[src/rtl/quantize_stream.sv]
`timescale 1ns/1ps
// Streaming JPEG quantizer: divides Q16.16 DCT coefficients by Annex K luma/chroma
// table entries via reciprocal multiply, rounds half away from zero and saturates.
module quantize_stream #(
  parameter int DATA_WIDTH  = 32,
  parameter int FRAC_BITS   = 16,
  parameter int OUT_WIDTH   = 12,
  parameter int LANES       = 1,
  parameter int PIXEL_COUNT = 64
) (
  input  logic                         clk,
  input  logic                         rst_n,
  input  logic                         in_valid,
  output logic                         in_ready,
  input  logic [LANES*DATA_WIDTH-1:0]  in_data,
  input  logic                         in_chroma,
  output logic                         out_valid,
  input  logic                         out_ready,
  output logic [LANES*OUT_WIDTH-1:0]   out_data,
  output logic [5:0]                   out_idx,
  output logic                         out_last,
  output logic                         out_chroma
);

  localparam int PW = DATA_WIDTH + 18;
  localparam int RW = 17;
  localparam logic [5:0] LAST_IDX = 6'(PIXEL_COUNT - LANES);
  localparam logic [PW-1:0] HALF = PW'(1) << (FRAC_BITS + 15);
  localparam logic [PW-1:0] LIM = PW'(2 ** (OUT_WIDTH - 1));
  localparam logic [OUT_WIDTH-1:0] OUT_MAX = {1'b0, {(OUT_WIDTH-1){1'b1}}};
  localparam logic [OUT_WIDTH-1:0] OUT_MIN = {1'b1, {(OUT_WIDTH-1){1'b0}}};

  localparam int unsigned Q_LUMA [64] = '{
    16, 11, 10, 16, 24, 40, 51, 61,
    12, 12, 14, 19, 26, 58, 60, 55,
    14, 13, 16, 24, 40, 57, 69, 56,
    14, 17, 22, 29, 51, 87, 80, 62,
    18, 22, 37, 56, 68, 109, 103, 77,
    24, 35, 55, 64, 81, 104, 113, 92,
    49, 64, 78, 87, 103, 121, 120, 101,
    72, 92, 95, 98, 112, 100, 103, 99};

  localparam int unsigned Q_CHROMA [64] = '{
    17, 18, 24, 47, 99, 99, 99, 99,
    18, 21, 26, 66, 99, 99, 99, 99,
    24, 26, 56, 99, 99, 99, 99, 99,
    47, 66, 99, 99, 99, 99, 99, 99,
    99, 99, 99, 99, 99, 99, 99, 99,
    99, 99, 99, 99, 99, 99, 99, 99,
    99, 99, 99, 99, 99, 99, 99, 99,
    99, 99, 99, 99, 99, 99, 99, 99};

  function automatic logic [RW-1:0] recip_of(input int unsigned q);
    return RW'((32'd131072 + q) / (32'd2 * q));
  endfunction

  // Sign-magnitude rounding keeps the half-away-from-zero rule symmetric.
  function automatic logic [OUT_WIDTH-1:0] round_sat(input logic [PW-1:0] p);
    logic [PW-1:0] mag;
    logic [PW-1:0] rnd;
    mag = p[PW-1] ? (~p + PW'(1)) : p;
    rnd = (mag + HALF) >> (FRAC_BITS + 16);
    if (p[PW-1]) return (rnd >= LIM) ? OUT_MIN : OUT_WIDTH'(PW'(0) - rnd);
    return (rnd >= LIM) ? OUT_MAX : OUT_WIDTH'(rnd);
  endfunction

  logic [RW-1:0] recip_l [64];
  logic [RW-1:0] recip_c [64];

  for (genvar g = 0; g < 64; g++) begin : g_recip
    assign recip_l[g] = recip_of(Q_LUMA[g]);
    assign recip_c[g] = recip_of(Q_CHROMA[g]);
  end

  logic en, accept, beat_chroma;
  logic [5:0] idx_q, idx_d;
  logic chroma_sel_q, chroma_sel_d;

  logic v1_q, v1_d, ch1_q, ch1_d;
  logic [5:0] idx1_q, idx1_d;
  logic [LANES*DATA_WIDTH-1:0] x1_q, x1_d;
  logic [LANES*RW-1:0] r1_q, r1_d;

  logic v2_q, v2_d, ch2_q, ch2_d;
  logic [5:0] idx2_q, idx2_d;
  logic [LANES*PW-1:0] p2_q, p2_d;

  logic out_valid_q, out_valid_d, out_last_q, out_last_d, out_chroma_q, out_chroma_d;
  logic [5:0] out_idx_q, out_idx_d;
  logic [LANES*OUT_WIDTH-1:0] out_data_q, out_data_d;

  always_comb begin
    en = !out_valid_q || out_ready;
    accept = in_valid && en;
    beat_chroma = (idx_q == 6'd0) ? in_chroma : chroma_sel_q;
    idx_d = idx_q;
    chroma_sel_d = chroma_sel_q;
    v1_d = v1_q; ch1_d = ch1_q; idx1_d = idx1_q; x1_d = x1_q; r1_d = r1_q;
    v2_d = v2_q; ch2_d = ch2_q; idx2_d = idx2_q; p2_d = p2_q;
    out_valid_d = out_valid_q; out_last_d = out_last_q; out_chroma_d = out_chroma_q;
    out_idx_d = out_idx_q; out_data_d = out_data_q;

    if (accept) begin
      idx_d = (idx_q == LAST_IDX) ? 6'd0 : idx_q + 6'(LANES);
      chroma_sel_d = beat_chroma;
    end

    if (en) begin
      v1_d = accept;
      v2_d = v1_q;
      out_valid_d = v2_q;
      if (accept) begin
        x1_d = in_data;
        idx1_d = idx_q;
        ch1_d = beat_chroma;
        for (int j = 0; j < LANES; j++)
          r1_d[j*RW +: RW] = beat_chroma ? recip_c[idx_q + 6'(j)] : recip_l[idx_q + 6'(j)];
      end
      if (v1_q) begin
        idx2_d = idx1_q;
        ch2_d = ch1_q;
        for (int j = 0; j < LANES; j++)
          p2_d[j*PW +: PW] = PW'($signed(x1_q[j*DATA_WIDTH +: DATA_WIDTH]))
                           * PW'($signed({1'b0, r1_q[j*RW +: RW]}));
      end
      if (v2_q) begin
        out_idx_d = idx2_q;
        out_last_d = (idx2_q == LAST_IDX);
        out_chroma_d = ch2_q;
        for (int j = 0; j < LANES; j++)
          out_data_d[j*OUT_WIDTH +: OUT_WIDTH] = round_sat(p2_q[j*PW +: PW]);
      end
    end
  end

  always_ff @(posedge clk or negedge rst_n) begin
    if (!rst_n) begin
      idx_q <= '0; chroma_sel_q <= 1'b0;
      v1_q <= 1'b0; ch1_q <= 1'b0; idx1_q <= '0; x1_q <= '0; r1_q <= '0;
      v2_q <= 1'b0; ch2_q <= 1'b0; idx2_q <= '0; p2_q <= '0;
      out_valid_q <= 1'b0; out_last_q <= 1'b0; out_chroma_q <= 1'b0;
      out_idx_q <= '0; out_data_q <= '0;
    end else begin
      idx_q <= idx_d; chroma_sel_q <= chroma_sel_d;
      v1_q <= v1_d; ch1_q <= ch1_d; idx1_q <= idx1_d; x1_q <= x1_d; r1_q <= r1_d;
      v2_q <= v2_d; ch2_q <= ch2_d; idx2_q <= idx2_d; p2_q <= p2_d;
      out_valid_q <= out_valid_d; out_last_q <= out_last_d; out_chroma_q <= out_chroma_d;
      out_idx_q <= out_idx_d; out_data_q <= out_data_d;
    end
  end

  assign in_ready = en;
  assign out_valid = out_valid_q;
  assign out_data = out_data_q;
  assign out_idx = out_idx_q;
  assign out_last = out_last_q;
  assign out_chroma = out_chroma_q;

endmodule

[config.mk]
export PLATFORM = sky130hd
export DESIGN_NAME = quantize_stream
export DESIGN_NICKNAME = d
export VERILOG_FILES = /design/src/rtl/quantize_stream.sv
export SDC_FILE = /design/constraint.sdc
export NUM_CORES = 1
export LEC_CHECK = 0
export ABC_AREA = 1
export CORE_MARGIN = 10
export CORE_UTILIZATION = 67
export DETAILED_ROUTE_END_ITERATION = 7
export DONT_BUFFER_PORTS = 1
export PLACE_DENSITY = 0.91
export SLEW_MARGIN = 20
export SYNTH_ARGS = -nofsm -noshare
export SYNTH_HDL_FRONTEND = slang
export SYNTH_SLANG_ARGS = --single-unit
[constraint.sdc]
create_clock -name clk -period 8.1 [get_ports clk]
set_input_delay 0.81 -clock clk [delete_from_list [all_inputs] [get_ports clk]]
set_output_delay 0.81 -clock clk [all_outputs]
set_load 0.1 [all_outputs]
# After elaboration in Yosys (flattened, before gate mapping)

Memory sizes are Yosys's and may differ from the RTL's.
Cells that the tools add are included.

$add $sub $neg: 4
Multiply operators: 1
Div/mod/pow operators: 0
$lt $le $gt $ge: 2
Equality and inequality tests: 2
Shift operators: 0
Mux-type cells: 15
Bitwise operators: 2
Reduce and logical (&&, ||, !) cells: 7

Operators by type and width:

| operator                                              | count |
|---|---|
| 2-to-1 mux 17 bit                                     | 5 |
| adder 50 x 1 -> 50 bit, second input constant         | 1 |
| adder 50 x 32 -> 50 bit, second input constant        | 1 |
| multiplier 32 x 18 -> 50 bit                          | 1 |
| 2-to-1 mux 50 bit                                     | 1 |
| inverter 50 bit                                       | 1 |
| 2-to-1 mux 12 bit                                     | 4 |
| >= comparator 18 x 12 -> 1 bit, second input constant | 1 |
| equality test 6 bit, second input constant            | 2 |
| subtractor 1 x 12 -> 12 bit, first input constant     | 1 |
| >= comparator 7 bit, second input constant            | 1 |
| inverter 6 -> 7 bit                                   | 1 |
| adder 6 x 1 -> 6 bit, second input constant           | 1 |
| zero test 6 bit                                       | 1 |
| 2-to-1 mux 6 bit                                      | 1 |
| AND reduction 2 bit                                   | 3 |
| 2-to-1 mux 1 bit                                      | 4 |
| logical AND 1 bit                                     | 1 |
| zero test 1 bit                                       | 1 |
| logical OR 1 bit                                      | 1 |

Bits in registers: 143
Bits in latches: 0
Memory bits (writable): 0
Memory bits (read-only): 2176
Input bits: 37
Output and inout bits: 22
Memories kept: 2

Memory list:

| name             | words | bits a word | rd ports | clocked after Yosys merged registers in | write ports | RTL line | RTL |
|---|---|---|---|---|---|---|---|
| (name not given) | 64    | 17          | 1        | 0                                       | 0           | 117      | `r1_d[j*RW +: RW] = beat_chroma ? recip_c[idx_q + 6'(j)] : recip_l[idx_q + 6'(j)];` |
| (name not given) | 64    | 17          | 1        | 0                                       | 0           | 117      |  |

# Logic depth before layout (Yosys ltp)

Depth after elaboration: 8
Mapped depth: 34
Mapped depth without buffers: 32

# Least setup slack after synthesis

Ideal clock, no wire load.

Kind: flip-flop to flip-flop
Start point: register r1_q[5]
End point: register p2_q[48]
Setup time: 0.130 ns
Arrival time: 5.854 ns
Data required time: 7.970 ns
Setup slack: 2.116 ns
Stages on the path, launching flop included: 24
Period minus slack after synthesis: 5.984 ns
Path through: dfrtp_1 > clkbuf_1 > clkbuf_1 > nand2_1 > fa_1 > fa_1 > inv_1 > fa_1 > fa_1 > fa_1 > inv_1 > fa_1 > inv_1 > ha_1 > a21oi_1 > inv_1 > a31oi_1 > o21ai_0 > a31oi_1 > nand3_1 > a31o_2 > or2_2 > nand3_1 > o21ai_0

Word-level cells in the longest chain between the ends: 1

Ends and longest elaborated chain:

| what                         | RTL line | RTL |
|---|---|---|
| start, declared              | 82       | `logic [LANES*RW-1:0] r1_q, r1_d;` |
| start signal, assigned       | 139      | `v1_q <= 1'b0; ch1_q <= 1'b0; idx1_q <= '0; x1_q <= '0; r1_q <= '0;` |
| start signal, assigned       | 145      | `v1_q <= v1_d; ch1_q <= ch1_d; idx1_q <= idx1_d; x1_q <= x1_d; r1_q <= r1_d;` |
| multiplier 32 x 18 -> 50 bit | 124      | `* PW'($signed({1'b0, r1_q[j*RW +: RW]}));` |
| end signal, assigned         | 146      | `v2_q <= v2_d; ch2_q <= ch2_d; idx2_q <= idx2_d; p2_q <= p2_d;` |
| end, declared                | 86       | `logic [LANES*PW-1:0] p2_q, p2_d;` |

No other way between the ends.
A chain may end at the register's enable or synchronous reset.

# Final worst setup path

Start point: register r1_q[6]
End point: register p2_q[32]

The elaborated chain is that of the path after synthesis.

==> results_dict.tcl <==
set metrics [dict create \
    worstMarginPinSlew_ns 1.10 \
    crit_slowest_cell "dfrtp_1" \
    period_share_pct 86.7 \
    initial_core_util_pct 68.3 \
    seq_area_frac_synth_pct 13.7 \
    track_usage_pct 31.4 \
    crit_path_max_incr_delay_ns 0.88 \
    grt_overflow 0 \
    syn_area_per_cell_um2 7.05 \
    cts.repair.resized 0 \
    numCtsBuffers 17 \
    crit_path_frequent_cell "inv_1" \
    cts_tree "built" \
    dr.pass1.iters 8 \
    antenna_found_initial 0 \
    arrival_ns 7.35 \
    synth_edf_count 0 \
    hpwl_um 53200 \
    max_slew_margin_pct 26.4 \
    ys_top_cells_by_area "fa_1 (30%), inv_1 (15%), nand2_1 (14%), dfrtp_1 (14%), ha_1 (7.6%)" \
    synthMuxAreaShare_pct 0 \
    hold_path.class "input pin to asynchronous set/reset pin" \
    die_w_um 214 \
    synth_xor_xnor_area_share_pct 1.11 \
    crit_path_max_fanout 19 \
    drive_gt1_share_pct 3.90 \
    cts_setup_buffers 0 \
    num_vias 22100 \
    final_cell_mix "inv_1 (995), nand2_1 (964), fa_1 (376), nor2_1 (199), ha_1 (153)" \
    ff2ff_setup_slack_ns 1.07 \
    drt_iter0_markers 2533 \
    mostFrequentLayoutCell "inv_1" \
    core_um2 36800 \
    drc 0 \
    postRouteAntennaNets 0 \
    synthAdderAreaFrac_pct 37.6 \
    clockBufferDepth 2 \
    maxCapViolCount 0 \
    fin_setup_tns_ns 0 \
    routed_wl_um 68200 \
    numPortBuffers 0 \
    diodes 0 \
    grt_max_degree 139 \
    crit_path_end_kind "flop" \
    clkSlewWorstSetupHoldPaths_ns 0.06 \
    maxSlewViolCount 0 \
    synthSimpleGateAreaFrac_pct 22.6 \
    synth-seq-cells 138 \
    worst_setup_path_start_kind "flop" \
    rsz0062_at_grt "no" \
    num_io_pins 59 \
    ys.warnings.count 0 \
    path_class "flop to flop" \
    hold_buffers 0 \
    synthCells 3561 \
    clk_latency_ns 0.47 \
    synth_compound_area_share_pct 7.84 \
    synth_flop_cell "dfrtp_1" \
    row_count 70 \
    drt-wirelength-per-cell_um 17.3 \
    cts.sinks 138 \
    die_area_um2 45600 \
    cp.required_ns 8.42 \
    syn-num-nets 4127 \
    synth_top_family_by_area "adder cells" \
    die_h_um 214 \
    h-tree-depth 4 \
    finalHoldViolations 0 \
    globalplace.congestion 1.01 \
    nNetsFinal 4037 \
    fmax_mhz 142 \
    syn_area_um2 25100 \
    min_period_ns 7.03 \
    finalSetupViolCount 0 \
    worstRegToRegCells 27 \
    status "finished clean" \
    synth_top_area_share_pct 30.0 \
    yosys.area.top_type "fa_1" \
    finClkSkew_ns 0.0148 \
    via_per_inst 5.60 \
    async_flop_share_pct 100 \
    cts_root_buf "clkbuf_16" \
    grt_pass1_wl_um 114000 \
    ys_types 54 \
    grt_pass1_vias 22900 \
    r2r_start "r1_q[6]" \
    area_growth_pct 3.17 \
    worst_r2r_endpoint "p2_q[32]" \
]
==> layout make-up <==
cell class	count	area [um2]
repair buffers	25	188
multi-input cells	2284	17400
inverters	1005	3770
flip-flops and latches	138	3450
well taps	468	586
fillers	2880	10900
clock inverters	13	119
clock buffers	19	433
==> worst max-delay path: cells and delay by family, from the launching register on <==
kind / cells / cell delay (ns)
adder cells (fa/ha/maj): 7 / 3.17
AO/OA/AOI/OAI: 7 / 1.27
flip-flops: 1 / 0.88
buffers and inverters: 8 / 0.86
AND/OR/NAND/NOR: 5 / 0.66
==> flip-flops by register name (all words and copies together) (netlist names) <==
register	cells
idx2_q	6
x1_q	32
out_idx	6
p2_q	50
ch2_q	1
out_chroma	1
idx_q	6
v2_q	1
chroma_sel_q	1
out_valid	1
r1_q	13
idx1_q	6
out_data	12
out_last	1
v1_q	1
==> synth_stat cells (4+ instances only) <==
library cell    n
o21ai_1         6
xnor2_1        11
nand3_1        92
clkbuf_1      121
a31oi_1        40
o21bai_1        4
o21ai_0       145
fa_1          376
nor2_2         10
nor3_1         15
o22ai_1         8
a21oi_1        96
or2_2          19
o311ai_0        4
nor2_4          8
buf_1           7
nor2_1        200
nand2_2        23
o31ai_1         4
inv_2           6
nand4_1        19
dfrtp_1       138
o221ai_1        8
inv_1         996
nand2_1       965
o21a_1          8
xor2_1         19
ha_1          153
o211ai_1        8
nor4_1         11
==> how the worst max path moves through the flow <==
stage	startpoint	endpoint	slack (ns)	cells after the start
3_3_place_gp	r1_q[1]	p2_q[48]	1.41	22
2_1_floorplan	r1_q[5]	p2_q[48]	2.12	23
3_5_place_dp	r1_q[6]	p2_q[32]	1.21	27
6_report	r1_q[6]	p2_q[32]	1.07	27
5_1_grt	r1_q[6]	p2_q[32]	0.65	27
4_1_cts	r1_q[6]	p2_q[32]	1.21	27
==> routing by layer <==
metal / global-route usage, % / vias to the layer above / share of wire, %
met2: 51.8 / 1187 / 48
met4: 13.5 / 0 / 4.1
li1: - / 10200 / -
met3: 6.19 / 248 / 9.5
met1: 39.8 / 10500 / 39
met5: 0 / - / 0
==> cells by family after synthesis <==
logic type	after synthesis
simple gates	1376
compound gates	348
buf+inv	1139
xor+xnor	31
flops	138
fa+ha+maj	529
==> through the flow <==
stage | setup slack (ns) | cell area, um2 | util [%] | hold slack [ns] | instances
after floorplan | 2.12 | 25100 | - | 0.442 | 3561
after global placement | 1.41 | 25400 | 68.9 | 0.457 | 3920
after detailed placement | 1.21 | 25400 | 68.9 | 0.480 | 3920
after CTS | 1.21 | 25900 | 70.4 | 0.0173 | 3952
after global routing | 0.650 | 25900 | 70.4 | 0.0247 | 3952
final | 1.07 | 25900 | 70.4 | 0.0331 | 3952
Power is left out: the tool's default activity adds up to more than one toggle a clock period on the data nets, which glitch-free logic cannot reach.
